<file path="config.mk">
export PLATFORM = sky130hd
export DESIGN_NAME = rob_issue_ctrl
export DESIGN_NICKNAME = d
export VERILOG_FILES = /design/src/rtl/tomasulo_pkg.sv /design/src/rtl/rs_occ_counter.sv /design/src/rtl/rob_issue_ctrl.sv
export SDC_FILE = /design/constraint.sdc
export NUM_CORES = 1
export LEC_CHECK = 0
export ABC_AREA = 0
export BUFFER_PORTS_ARGS = -buffer_cell sky130_fd_sc_hd__clkbuf_2
export CORE_MARGIN = 2
export CORE_UTILIZATION = 59
export CTS_BUF_LIST = sky130_fd_sc_hd__clkbuf_16
export CTS_CLUSTER_SIZE = 14
export DETAILED_ROUTE_END_ITERATION = 16
export PLACE_DENSITY = 0.81
export SYNTH_ARGS = -nofsm -noshare
export SYNTH_HDL_FRONTEND = slang
export SYNTH_SLANG_ARGS = --single-unit
</file>
<file path="constraint.sdc">
create_clock -name clk1 -period 3.6 [get_ports clk1]
set_clock_uncertainty 0.2 [all_clocks]
set_input_delay 0.9 -clock clk1 [delete_from_list [all_inputs] [get_ports clk1]]
set_output_delay 0.9 -clock clk1 [all_outputs]
set_load 0.01 [all_outputs]
</file>
<file path="src/rtl/tomasulo_pkg.sv">
// Shared definitions for the Tomasulo issue side.
// Contents: ROB and reservation-station sizing, the opcode map,
// the issue-class enum, the ROB entry layout and the opcode decoder.
package tomasulo_pkg;

  localparam int ROB_DEPTH = 8;
  localparam int RS_DEPTH  = 3;
  localparam int FUNC_W    = 4;
  localparam int REG_W     = 4;
  localparam int IDX_W     = $clog2(ROB_DEPTH);
  localparam int CNT_W     = 2;

  typedef enum logic [1:0] {
    CLS_ADD = 2'd0,
    CLS_MUL = 2'd1,
    CLS_BCH = 2'd2,
    CLS_ILL = 2'd3
  } cls_e;

  localparam logic [FUNC_W-1:0] FUNC_ADD0 = 4'b0000;
  localparam logic [FUNC_W-1:0] FUNC_ADD1 = 4'b0001;
  localparam logic [FUNC_W-1:0] FUNC_MUL0 = 4'b0010;
  localparam logic [FUNC_W-1:0] FUNC_MUL1 = 4'b0011;
  localparam logic [FUNC_W-1:0] FUNC_BCH0 = 4'b0100;
  localparam logic [FUNC_W-1:0] FUNC_BCH1 = 4'b0101;

  typedef struct packed {
    logic [FUNC_W-1:0] func;
    logic [REG_W-1:0]  rd;
    logic              done;
  } rob_entry_t;

  function automatic cls_e decode_func(input logic [FUNC_W-1:0] func);
    case (func)
      FUNC_ADD0, FUNC_ADD1: return CLS_ADD;
      FUNC_MUL0, FUNC_MUL1: return CLS_MUL;
      FUNC_BCH0, FUNC_BCH1: return CLS_BCH;
      default:              return CLS_ILL;
    endcase
  endfunction

endpackage

</file>
<file path="src/rtl/rs_occ_counter.sv">
// Occupancy counter for one reservation-station class.
// Ports:
//   clk1, rst_n  clock and async active-low reset
//   inc          one entry allocated this cycle
//   dec          one entry released this cycle (ignored when empty)
//   flush        clears the count; inc/dec discarded
//   count        current occupancy
//   full         count has reached DEPTH
//   err          sticky: a release arrived while empty (cleared by reset only)
module rs_occ_counter
  import tomasulo_pkg::*;
#(
  parameter int DEPTH = RS_DEPTH
) (
  input  logic             clk1,
  input  logic             rst_n,
  input  logic             inc,
  input  logic             dec,
  input  logic             flush,
  output logic [CNT_W-1:0] count,
  output logic             full,
  output logic             err
);

  logic empty;
  logic dec_ok;

  assign empty  = (count == '0);
  assign dec_ok = dec & ~empty;
  assign full   = (count >= CNT_W'(DEPTH));

  always_ff @(posedge clk1 or negedge rst_n) begin
    if (!rst_n) begin
      count <= '0;
      err   <= 1'b0;
    end else if (flush) begin
      count <= '0;
    end else begin
      count <= count + CNT_W'(inc) - CNT_W'(dec_ok);
      if (dec && empty) err <= 1'b1;
    end
  end

endmodule

</file>
<file path="src/rtl/rob_issue_ctrl.sv">
// Issue-side controller: owns the ROB head/tail/count, the per-class
// reservation-station occupancy, CDB completion marking and in-order commit.
// Ports:
//   clk1, rst_n                 clock and async active-low reset
//   iss_*                       decoded instruction in, ready/illegal/class/tag out
//   rs_free_add/mul/bch         station entry released
//   cdb_valid, cdb_rob_idx      result broadcast
//   commit_*                    head entry presented to retire; commit_ack accepts
//   flush                       synchronous flush of all bookkeeping (occ_err kept)
//   rob_count, *_count, occ_err status
module rob_issue_ctrl
  import tomasulo_pkg::*;
(
  input  logic              clk1,
  input  logic              rst_n,
  input  logic              iss_valid,
  input  logic [FUNC_W-1:0] iss_func,
  input  logic [REG_W-1:0]  iss_rd,
  output logic              iss_ready,
  output logic              iss_illegal,
  output logic [1:0]        iss_class,
  output logic [IDX_W-1:0]  iss_rob_idx,
  input  logic              rs_free_add,
  input  logic              rs_free_mul,
  input  logic              rs_free_bch,
  input  logic              cdb_valid,
  input  logic [IDX_W-1:0]  cdb_rob_idx,
  output logic              commit_valid,
  output logic [IDX_W-1:0]  commit_rob_idx,
  output logic [FUNC_W-1:0] commit_func,
  output logic [REG_W-1:0]  commit_rd,
  input  logic              commit_ack,
  input  logic              flush,
  output logic [IDX_W:0]    rob_count,
  output logic [CNT_W-1:0]  add_count,
  output logic [CNT_W-1:0]  mul_count,
  output logic [CNT_W-1:0]  bch_count,
  output logic              occ_err
);

  rob_entry_t       rob [ROB_DEPTH];
  logic [IDX_W-1:0] head;
  logic [IDX_W-1:0] tail;
  logic [IDX_W:0]   count_q;
  cls_e             cls;
  logic             cls_full;
  logic             add_full, mul_full, bch_full;
  logic             add_err, mul_err, bch_err;
  logic             issue_fire;
  logic             commit_fire;
  logic [IDX_W-1:0] cdb_offset;
  logic             cdb_hit;
  rob_entry_t       head_entry;

  assign cls = decode_func(iss_func);

  always_comb begin
    cls_full = 1'b1;
    case (cls)
      CLS_ADD: cls_full = add_full;
      CLS_MUL: cls_full = mul_full;
      CLS_BCH: cls_full = bch_full;
      default: cls_full = 1'b1;
    endcase
  end

  // Readiness looks only at registered state, so a same-cycle commit or
  // free never opens a slot for the instruction presented alongside it.
  assign iss_ready   = (cls != CLS_ILL) & (count_q < (IDX_W+1)'(ROB_DEPTH)) & ~cls_full;
  assign iss_illegal = iss_valid & (cls == CLS_ILL);
  assign iss_class   = cls;
  assign iss_rob_idx = tail;

  assign head_entry     = rob[head];
  assign commit_valid   = (count_q != '0) & head_entry.done;
  assign commit_rob_idx = head;
  assign commit_func    = head_entry.func;
  assign commit_rd      = head_entry.rd;
  assign rob_count      = count_q;

  assign issue_fire  = iss_valid & iss_ready & ~flush;
  assign commit_fire = commit_valid & commit_ack & ~flush;

  // A tag is live when its distance from head (mod depth) is below the count.
  assign cdb_offset = cdb_rob_idx - head;
  assign cdb_hit    = cdb_valid & ~flush & ({1'b0, cdb_offset} < count_q);

  always_ff @(posedge clk1 or negedge rst_n) begin
    if (!rst_n) begin
      head    <= '0;
      tail    <= '0;
      count_q <= '0;
      for (int i = 0; i < ROB_DEPTH; i++) rob[i] <= '0;
    end else if (flush) begin
      head    <= '0;
      tail    <= '0;
      count_q <= '0;
      for (int i = 0; i < ROB_DEPTH; i++) rob[i].done <= 1'b0;
    end else begin
      if (cdb_hit) rob[cdb_rob_idx].done <= 1'b1;
      if (commit_fire) begin
        rob[head].done <= 1'b0;
        head           <= head + 1'b1;
      end
      if (issue_fire) begin
        rob[tail] <= '{func: iss_func, rd: iss_rd, done: 1'b0};
        tail      <= tail + 1'b1;
      end
      case ({issue_fire, commit_fire})
        2'b10:   count_q <= count_q + 1'b1;
        2'b01:   count_q <= count_q - 1'b1;
        default: count_q <= count_q;
      endcase
    end
  end

  rs_occ_counter u_add_occ (
    .clk1  (clk1),
    .rst_n (rst_n),
    .inc   (issue_fire & (cls == CLS_ADD)),
    .dec   (rs_free_add),
    .flush (flush),
    .count (add_count),
    .full  (add_full),
    .err   (add_err)
  );

  rs_occ_counter u_mul_occ (
    .clk1  (clk1),
    .rst_n (rst_n),
    .inc   (issue_fire & (cls == CLS_MUL)),
    .dec   (rs_free_mul),
    .flush (flush),
    .count (mul_count),
    .full  (mul_full),
    .err   (mul_err)
  );

  rs_occ_counter u_bch_occ (
    .clk1  (clk1),
    .rst_n (rst_n),
    .inc   (issue_fire & (cls == CLS_BCH)),
    .dec   (rs_free_bch),
    .flush (flush),
    .count (bch_count),
    .full  (bch_full),
    .err   (bch_err)
  );

  assign occ_err = add_err | mul_err | bch_err;

endmodule

</file>
**Word level (Yosys, flattened, before mapping)**

Cells that the tools add are included.

- Register bits: 91
- Word-level logic and storage cells: 149
- Output and inout port bits: 30

- Eq/ne operators: 11
- Order comparisons: 11
- Bitwise operators: 26
- Add/subtract/negate cells: 11
- Multiplexer cells: 36
- Reduce and logical (&&, ||, !) cells: 21

Operators by type and width:

| kind | number |
|---|---|
| 2-to-1 mux 72 bit | 5 |
| bitwise mux 72 bit | 3 |
| demux 9 bit (select 3 bit) | 3 |
| binary-select mux 9 bit (select 3 bit) | 1 |
| 2-to-1 mux 9 bit | 3 |
| AND 1 bit | 16 |
| greater-or-equal comparator 4 bit, second input constant | 3 |
| < comparator 4 x 1 -> 1 bit, second input constant | 3 |
| 2-to-1 mux 3 bit | 4 |
| inverter 3 -> 4 bit | 3 |
| 2-to-1 mux 1 bit | 10 |
| == test 4 x 2 -> 1 bit, second input constant | 2 |
| == test 4 x 3 -> 1 bit, second input constant | 2 |
| zero test 2 bit | 4 |
| case mux 4 bit (2 select lines) | 1 |
| adder 2 x 1 -> 2 bit | 3 |
| adder 3 x 1 -> 3 bit, second input constant | 2 |
| == test 2 bit, second input constant | 3 |
| greater-or-equal comparator 2 bit, second input constant | 3 |
| logical AND 1 bit | 6 |
| 2-to-1 mux 2 bit | 3 |
| case mux 2 bit (3 select lines) | 1 |
| AND reduction 2 bit | 3 |
| OR reduction 2 bit | 3 |
| 17 further kinds | 26 |

**Logic depth before layout (Yosys ltp)**

Gate-level depths: netlist of the first run.

- Depth after elaboration: 14
- Depth in mapped cells: 11
- Mapped depth without buffers: 11

**By module**

A second synthesis of the first run with hierarchy kept.

- Cell total of the unflattened synthesis: 362
- Area total of the unflattened synthesis: 4674.5 µm²

By module, submodules not included:

| module | area an instance (µm²) | times used | cells each |
|---|---|---|---|
| rob_issue_ctrl | 4164.0 | 1 | 320 |
| rs_occ_counter | 170.2 | 3 | 14 |

**Worst setup path after synthesis of the first run**

Ideal clock, no wire load.

- Kind: input -> register
- Start: input iss_func[2]
- End: register count_q[3] (netlist: rob_count[3])
- Arrival time: 3141 ps
- Cell stages on the path: 10
- Setup time: 82 ps
- Setup slack: 177 ps
- Buffers on the path: 1
- Cells stage by stage: or2_1 > a21oi_4 > nor2_2 > buf_4 > nor3_1 > ha_1 > a21o_1 > a21o_1 > or4_1 > a31oi_1

- Longest elaborated chain between the ends: 12
- Elaborated cells between the ends (all ways): 25
- Those cells by class: eq/ne: 10; mux: 4; bitwise: 5; reduce/logical: 6

Ends and longest elaborated chain:

| element | RTL line | RTL |
|---|---|---|
| start, declared | rob_issue_ctrl.sv:17 | `input logic [FUNC_W-1:0] iss_func,` |
| == test 4 x 3 -> 1 bit (tied with other cells) | tomasulo_pkg.sv:34 | `case (func)` |
| OR reduction 2 bit | tomasulo_pkg.sv:34 |  |
| case mux 2 bit (3 select lines) * | tomasulo_pkg.sv:34 |  |
| == test 2 bit (tied with other cells) | rob_issue_ctrl.sv:59 | `case (cls)` |
| case mux 1 bit (3 select lines) | rob_issue_ctrl.sv:59 |  |
| inverter 1 bit | rob_issue_ctrl.sv:69 | `assign iss_ready = (cls != CLS_ILL) & (count_q < (IDX_W+1)'(ROB_DEPTH)) & ~cls_full;` |
| AND 1 bit * | rob_issue_ctrl.sv:69 |  |
| AND 1 bit * (2 in a row) | rob_issue_ctrl.sv:81 | `assign issue_fire = iss_valid & iss_ready & ~flush;` |
| == test 2 x 1 -> 1 bit / == test 2 bit (equally long branches) | rob_issue_ctrl.sv:109 | `case ({issue_fire, commit_fire})` |
| case mux 4 bit (2 select lines) | rob_issue_ctrl.sv:109 |  |
| 2-to-1 mux 4 bit | rob_issue_ctrl.sv:94 | `end else if (flush) begin` |
| end signal, assigned | rob_issue_ctrl.sv:110 | `2'b10: count_q <= count_q + 1'b1;` |
| end signal, assigned | rob_issue_ctrl.sv:111 | `2'b01: count_q <= count_q - 1'b1;` |
| end signal, assigned | rob_issue_ctrl.sv:112 | `default: count_q <= count_q;` |
| end, declared | rob_issue_ctrl.sv:44 | `logic [IDX_W:0] count_q;` |

Every way passes the cells marked *; elsewhere a longest branch is shown, timed or not.
A chain may end at the register's enable or synchronous reset.

**Worst setup path in the final report of the first run**

- Start: input cdb_rob_idx[0]
- End: register rob[18] (netlist bit)

- Longest elaborated chain between the ends: 14
- Elaborated cells between the ends (all ways): 18
- Those cells by class: add/sub: 1; order compare: 3; mux: 11; bitwise: 2; reduce/logical: 1

Ends and longest elaborated chain:

| element | RTL line | RTL |
|---|---|---|
| start, declared | rob_issue_ctrl.sv:27 | `input logic [IDX_W-1:0] cdb_rob_idx,` |
| inverter 3 -> 4 bit (not written as such) | rob_issue_ctrl.sv:100 | `if (cdb_hit) rob[cdb_rob_idx].done <= 1'b1;` |
| greater-or-equal comparator 4 bit (not written as such) / < comparator 4 x 1 -> 1 bit (equally long branches) | rob_issue_ctrl.sv:100 |  |
| logical AND 1 bit (not written as such) | rob_issue_ctrl.sv:100 |  |
| 2-to-1 mux 1 bit (not written as such) | rob_issue_ctrl.sv:100 |  |
| demux 9 bit (select 3 bit) | rob_issue_ctrl.sv:100 |  |
| bitwise mux 72 bit | rob_issue_ctrl.sv:100 |  |
| 2-to-1 mux 72 bit * | rob_issue_ctrl.sv:100 |  |
| 2-to-1 mux 72 bit * | rob_issue_ctrl.sv:94 |  |
| bitwise mux 72 bit | rob_issue_ctrl.sv:102 | `rob[head].done <= 1'b0;` |
| 2-to-1 mux 72 bit * | rob_issue_ctrl.sv:101 | `if (commit_fire) begin` |
| 2-to-1 mux 72 bit * | rob_issue_ctrl.sv:94 |  |
| bitwise mux 72 bit | rob_issue_ctrl.sv:106 | `rob[tail] <= '{func: iss_func, rd: iss_rd, done: 1'b0};` |
| 2-to-1 mux 72 bit * | rob_issue_ctrl.sv:105 | `if (issue_fire) begin` |
| 2-to-1 mux 1 bit * | rob_issue_ctrl.sv:94 |  |
| end signal, assigned by index | rob_issue_ctrl.sv:106 |  |
| end, declared | rob_issue_ctrl.sv:41 | `rob_entry_t rob [ROB_DEPTH];` |

Every way passes the cells marked *; elsewhere a longest branch is shown, timed or not. The select of a mux whose other input is x is not followed.

==> results of run 1 <==
[synth_stat cells (4+ instances only)]
master,number
dfrtp_1,91
mux2_2,52
nor2_1,17
mux4_2,16
inv_1,14
ha_1,13
clkbuf_1,9
nand2_1,9
nor2b_1,9
xnor2_1,8
mux2_4,7
or3_1,7
nand3_1,6
nor3_1,6
nor4_1,6
nor4b_1,6
a21oi_1,5
a31oi_1,5
mux2_1,5
o21ai_0,5
a21o_1,4
and2_1,4
buf_1,4
buf_2,4
buf_4,4
mux2i_1,4
nand4_1,4
or2_2,4
xor2_1,4
[cells in the final DEF, fill, tap and decap left out, types with 5 or more instances in the layout]
master     Yosys  layout
nor3_1         6       6
a31oi_1        5       5
nor2_1        17      17
clkbuf_16      0       9
inv_1         14      14
or3_1          7       7
dfrtp_1       91      91
mux2_1         5       5
nor2b_1        9       9
mux2_2        52      52
nand2_1        9       9
o21ai_0        5       5
a21oi_1        5       5
nand3_1        6       6
nor4b_1        6       6
buf_4          4      16
mux2_4         7       7
nor4_1         6       6
xnor2_1        8       8
ha_1          13      13
clkbuf_2       0      48
mux4_2        16      16
[cell families (layout without fill, tap and decap cells)]
kind of cell,after synthesis,in the layout,synth area share
adder cells (fa/ha/maj),15,15,0.0421
flip-flops,91,91,0.473
buffers and inverters,36,95,0.0338
multiplexers,84,84,0.238
XOR/XNOR,13,13,0.0265
AND/OR/NAND/NOR,97,97,0.123
AO/OA/AOI/OAI,39,39,0.0631
[metal layers]
metal | vias to the layer above | global-route usage | share of wire
met2 | 99 | 0.438 | 0.51
met5 | - | 0 | 0
met1 | 1704 | 0.351 | 0.41
met4 | 0 | 0.107 | 0.021
li1 | 1487 | - | -
met3 | 20 | 0.0543 | 0.050
[power by group]
group / leakage (nW) / switching, W / internal [W]
Clock: 0.147 / 0.000397 / 0.000536
Sequential: 1.23 / 0.0000730 / 0.00110
Combinational: 1.26 / 0.000194 / 0.000209
Total: 2.64 / 0.000664 / 0.00185
[registers in the layout, summed over array words and instances (netlist names)]
register and count:
u_bch_occ.count 2, u_add_occ.count 2, iss_rob_idx 3, u_mul_occ.err 1, u_bch_occ.err 1, rob_count 4, rob 72, u_mul_occ.count 2
u_add_occ.err 1, commit_rob_idx 3
[cell type report]
type / instances / area share
Multi-Input combinational cell: 248 / 0.432
Sequential cell: 91 / 0.414
Timing Repair Buffer: 65 / 0.0691
Clock buffer: 9 / 0.0409
Tap cell: 102 / 0.0232
Clock inverter: 7 / 0.0120
Inverter: 14 / 0.00955
[worst max-delay path by stage]
stage	start	to	slack [ns]
finish	cdb_rob_idx[0]	rob[18]$_DFF_PN0_	0.26
global route	cdb_rob_idx[0]	rob[18]$_DFF_PN0_	0.05
CTS	cdb_rob_idx[0]	rob[18]$_DFF_PN0_	0.29
detailed placement	cdb_rob_idx[0]	rob[18]$_DFF_PN0_	-0.07
global placement	cdb_rob_idx[0]	rob[18]$_DFF_PN0_	0.05
floorplan	iss_func[2]	rob_count[3]$_DFFE_PN0P_	0.18
[worst reg2reg max path, stage by stage (launching register included)]
cell       delay, ns
dfrtp_1         0.52
ha_1            0.21
inv_1           0.05
fa_1            0.37
xnor2_1         0.14
ha_1            0.19
or3b_1          0.38
o2bb2ai_1       0.38
a41oi_1         0.17
or3_1           0.32
a31oi_1         0.13
[metrics by stage]
step | util | setup TNS [ns] | hold WS [ns] | instance area (um^2) | total power [W]
2_1_floorplan | - | 0 | 0.230 | 4820 | 0.00144
3_3_place_gp | 0.668 | 0 | 0.245 | 5210 | 0.00157
3_5_place_dp | 0.668 | -0.0845 | 0.244 | 5210 | 0.00159
4_1_cts | 0.705 | 0 | 0.262 | 5510 | 0.00253
5_1_grt | 0.705 | 0 | 0.283 | 5510 | 0.00262
6_report | 0.705 | 0 | 0.259 | 5510 | 0.00251
==> key figures, run 1 <==
Outcome
  – Run status: finished, final reports clean

Finish
  – Area of the multi-input gates: about 2400 um^2
  – Fillers: between 500 and 600
  – Synth-to-layout area growth: 14.3%
  – Fin nets: around 460
  – Sequential Area: 2280 um^2
  – Share of layout cells above drive strength 1: 0.385
  – Ant. Diodes: 0
  – Final Non-Filler Cells: approximately 540

Route
  – Vias per inst: 6.18
  – Via count: between 3000 and 4000
  – Antenna-violating nets left: 0
  – Detailed Routing Iterations Pass 1: 4
  – WL per Instance: 20.4 um
  – DRC viols: 0
  – DR iter-0 viols: 207
  – Routed wire length: approximately 11000 um

Place
  – Post-DP HPWL: 7050 um
  – Gpl congestion: about 0.88
  – I/O Buffers: 49
  – Placed insts: 520
  – Setup Slack @ Placement: -0.0746 ns

Critical path
  – CP required: between 3 and 4 ns
  – R2R cell count: 10
  – CP endpoint kind: flop
  – Crit path arrival time: 3.40 ns
  – Critical path startpoint category: input port
  – CP cell instances: clkbuf_2 -> inv_1 -> ha_1 -> inv_1 -> fa_1 -> xnor2_1 -> ha_1 -> or3b_1 -> o2bb2ai_1 -> a41oi_1 -> or3_1 -> a31oi_1
  – Reg-to-reg setup timing slack: 0.46 ns
  – CP bufs+invs: 3
  – Worst-path fanout max: 5
  – Worst path depth: 12
  – Critical Path Max Stage Delay: 0.38 ns
  – CP Class: input port to flop
  – FF-to-FF Start: commit_rob_idx[0]$_DFFE_PN0P_
  – Crit path max-delay cell type: or3b_1
  – Reg-to-reg endpoint: rob[18]$_DFF_PN0_
  – CP delay by family, top: adder cells

Clock tree
  – Clk slew on worst S/H paths: about 0.060 ns
  – Root buffer cell: clkbuf_16
  – Post-cts resize count: 0
  – Clk sinks: 91
  – Total CTS buffers: 9
  – Max clock buf depth: 2
  – Clock latency on the worst-skew pair: 0.34 ns
  – TritonCTS clock tree: built
  – Post-CTS setup buffer count: 0
  – CTS Hold Bufs: 0
  – H-tree depth: 3

Logic synthesis
  – Yosys warns: 0
  – Post-synth top area share: 0.473
  – Synthesized area: 4820 um^2
  – Mapped Nets: roughly 400
  – Largest area contributor in the netlist: dfrtp_1
  – Synth top area cells: dfrtp_1 (47%), mux2_2 (12%), mux4_2 (7.5%)
  – Post-synthesis cell type count: 56
  – Mapped Cells: 375
  – #FFs+latches synth: 91
  – Top_reg_cell synth: dfrtp_1
  – Sequential area share after synthesis: 0.473
  – Synthesized area per cell: 12.8 um^2
  – Post-synth EDFFs: 0
  – Asr flop ratio synth: 1.00

Timing
  – Pins Over Slew Limit: 0
  – Post-layout minimum cycle time: 3.34 ns
  – Final setup viols: 0
  – Slew @ Worst Pin: 0.726 ns
  – Final Hold Viols: 0
  – Relative slew slack: 0.516
  – Fmax: approximately 300 MHz
  – Worst setup margin: 0.262 ns
  – Final worst path period share: 0.927
  – RSZ-0062 raised after global routing: false

Floorplan
  – Io pins: 50
  – Initial core utilization: 0.617
  – Die width: about 94 um
  – Core area: 7810 um^2
  – Die ar.: 8900 um^2
  – FP Rows: 32
  – Die extent in y: 94.3 um

Pwr
  – VDD IR max: 0.387 mV
  – Leak pwr: 2.64 nW
  – Power Density: 456 nW/um^2

Hold path
  – Hold depth: 1
  – Hold_sp: u_bch_occ.err$_DFFE_PN0P_
  – Worst Hold Class: flop to flop
  – Worst hold endpoint: u_bch_occ.err$_DFFE_PN0P_

Global routing
  – GR Overflow Total: 0
  – First-pass GRT wire length: 17800 um
  – Tot GR Track Use: 0.267
  – Largest net degree at the start of global routing: 57
  – Number of global-route vias before repair: 3479
  – Initial antenna violation count: 0

Job
  – Max-cap check violation count: 0
Note: power is estimated with default switching activity, not from simulation.
==> run 2: changes to the inputs <==
--- a/config.mk
+++ b/config.mk
@@ -12,7 +12,7 @@
 export CTS_BUF_LIST = sky130_fd_sc_hd__clkbuf_16
 export CTS_CLUSTER_SIZE = 14
 export DETAILED_ROUTE_END_ITERATION = 16
-export PLACE_DENSITY = 0.81
+export PLACE_DENSITY = 0.8
 export SYNTH_ARGS = -nofsm -noshare
 export SYNTH_HDL_FRONTEND = slang
 export SYNTH_SLANG_ARGS = --single-unit
==> key figures, run 2 (synthesis results as in run 1) <==
Outcome
  – Run status: finished, final reports clean

Finish
  – Ant. Diodes: 0
  – Largest register FFs: 72
  – Most common cell after layout, fill and taps aside: dfrtp_1
  – Final Non-Filler Cells: 536
  – Fin nets: about 460
  – Synth-to-layout area growth: 14.2%
  – Fillers: between 500 and 600
  – Final Cell Area: 5500 um^2
  – Share of layout cells above drive strength 1: 0.387
  – Biggest register: rob
  – Commonest cells after routing, fill and taps aside: dfrtp_1 (91), mux2_2 (52), clkbuf_2 (48)

Timing
  – Relative slew slack: 0.241
  – Post-layout minimum cycle time: 3.31 ns
  – Hold Slack: 0.271 ns
  – Final worst path period share: 0.921
  – RSZ-0062 raised after global routing: false
  – Fmax: 302 MHz
  – Final Hold Viols: 0
  – Sum Neg Setup Slack: 0 ns
  – Slew @ Worst Pin: 1.14 ns
  – Pins Over Slew Limit: 0
  – Final setup viols: 0

Hold path
  – Worst Hold Class: flop to flop
  – Hold depth: 1
  – Hold_sp: u_bch_occ.err$_DFFE_PN0P_
  – Worst hold endpoint: u_bch_occ.err$_DFFE_PN0P_

Critical path
  – CP endpoint kind: output port
  – Critical path startpoint category: flop
  – FF-to-FF Start: commit_rob_idx[0]$_DFFE_PN0P_
  – Crit path arrival time: approximately 2.2 ns
  – R2R cell count: 9
  – CP required: ~2.5 ns
  – Reg-to-reg setup timing slack: about 0.29 ns
  – Reg-to-reg endpoint: rob_count[3]$_DFFE_PN0P_
  – Worst-path fanout max: 20
  – CP Class: flop to output port

Clock tree
  – CTS Hold Bufs: 0
  – TritonCTS clock tree: built
  – Post-CTS setup buffer count: 0
  – Total CTS buffers: 9
  – Root buffer cell: clkbuf_16
  – Clock latency on the worst-skew pair: around 0.34 ns
  – H-tree depth: 3
  – Max clock buf depth: 2
  – Clk sinks: just over 90
  – Post-cts resize count: 0
  – Clk slew on worst S/H paths: about 0.07 ns

Route
  – Detailed Routing Iterations Pass 1: 5
  – DRC viols: 0
  – DR iter-0 viols: between 150 and 200
  – Antenna-violating nets left: 0
  – Routed wire length: 10400 um
  – Via count: 3278
  – Vias per inst: between 6 and 7
  – WL per Instance: between 15 and 20 um

Floorplan
  – Die extent in y: approximately 94 um
  – Die ar.: 8900 um^2
  – Core area: between 7000 and 8000 um^2
  – Initial core utilization: 0.617
  – Die width: about 94 um
  – FP Rows: 32
  – Io pins: 50

Global routing
  – GR Overflow Total: 0
  – Largest net degree at the start of global routing: 92
  – First-pass GRT wire length: 17100 um
  – Tot GR Track Use: 0.253
  – Initial antenna violation count: 0
  – Number of global-route vias before repair: 3349

Place
  – Post-DP HPWL: about 6700 um
  – I/O Buffers: 49
  – Post-DP Area: 5210 um^2
  – Placed insts: 520
  – Gpl congestion: 0.900

Pwr
  – VDD IR max: 0.339 mV
  – Power Density: 451 nW/um^2
  – Leak pwr: 2.63 nW

Job
  – Max-cap check violation count: 0
-- run 2: cell type report --
class / count / area [um^2] / share of cell area
clock buffer: 9 / 225 / 0.0410
clock inverter: 7 / 58.8 / 0.0107
inverter: 14 / 52.6 / 0.00956
multi-input combinational: 248 / 2380 / 0.432
sequential: 91 / 2280 / 0.414
tap: 102 / 128 / 0.0232
timing repair buffer: 65 / 380 / 0.0692
-- run 2: where the power goes --
group | internal (W) | switching, W | total [W]
logic | 0.000208 | 0.000191 | 0.000399
clock network | 0.000481 | 0.000429 | 0.000909
registers | 0.00110 | 0.0000696 | 0.00117
total | 0.00179 | 0.000690 | 0.00248
-- run 2: per-layer routing --
layer,wire [um],vias to the layer above,track usage,share of wire
met1,4690,1681,0.361,0.45
met2,5070,97,0.399,0.49
met4,54,0,0.0749,0.0052
met3,563,8,0.0503,0.054
met5,0,-,0,0
li1,-,1492,-,-
-- run 2: stage by stage --
| stage | utilization | setup WS, ns | power, W |
|---|---|---|---|
| after global placement | 0.668 | 0.0847 | 0.00157 |
| after global routing | 0.704 | 0.0697 | 0.00259 |
| after floorplan | - | 0.177 | 0.00144 |
| after CTS | 0.704 | 0.275 | 0.00249 |
| final | 0.704 | 0.285 | 0.00248 |
| after detailed placement | 0.668 | -0.0210 | 0.00159 |
-- run 2: worst max-delay path by stage --
stage,start,cells after the start,endpoint
2_1_floorplan,iss_func[2],10,rob_count[3]$_DFFE_PN0P_
3_3_place_gp,cdb_rob_idx[0],12,rob[18]$_DFF_PN0_
5_1_grt,commit_rob_idx[0]$_DFFE_PN0P_,9,rob_count[3]$_DFFE_PN0P_
4_1_cts,commit_rob_idx[0]$_DFFE_PN0P_,4,commit_rd[3]
3_5_place_dp,cdb_rob_idx[0],12,rob[18]$_DFF_PN0_
6_report,commit_rob_idx[0]$_DFFE_PN0P_,4,commit_rd[3]
-- run 2: critical path, cell delays in order, from the launching register on --
cell	delay, ns
dfrtp_1	0.66
buf_12	0.26
mux4_2	0.52
mux2_2	0.28
clkbuf_2	0.13
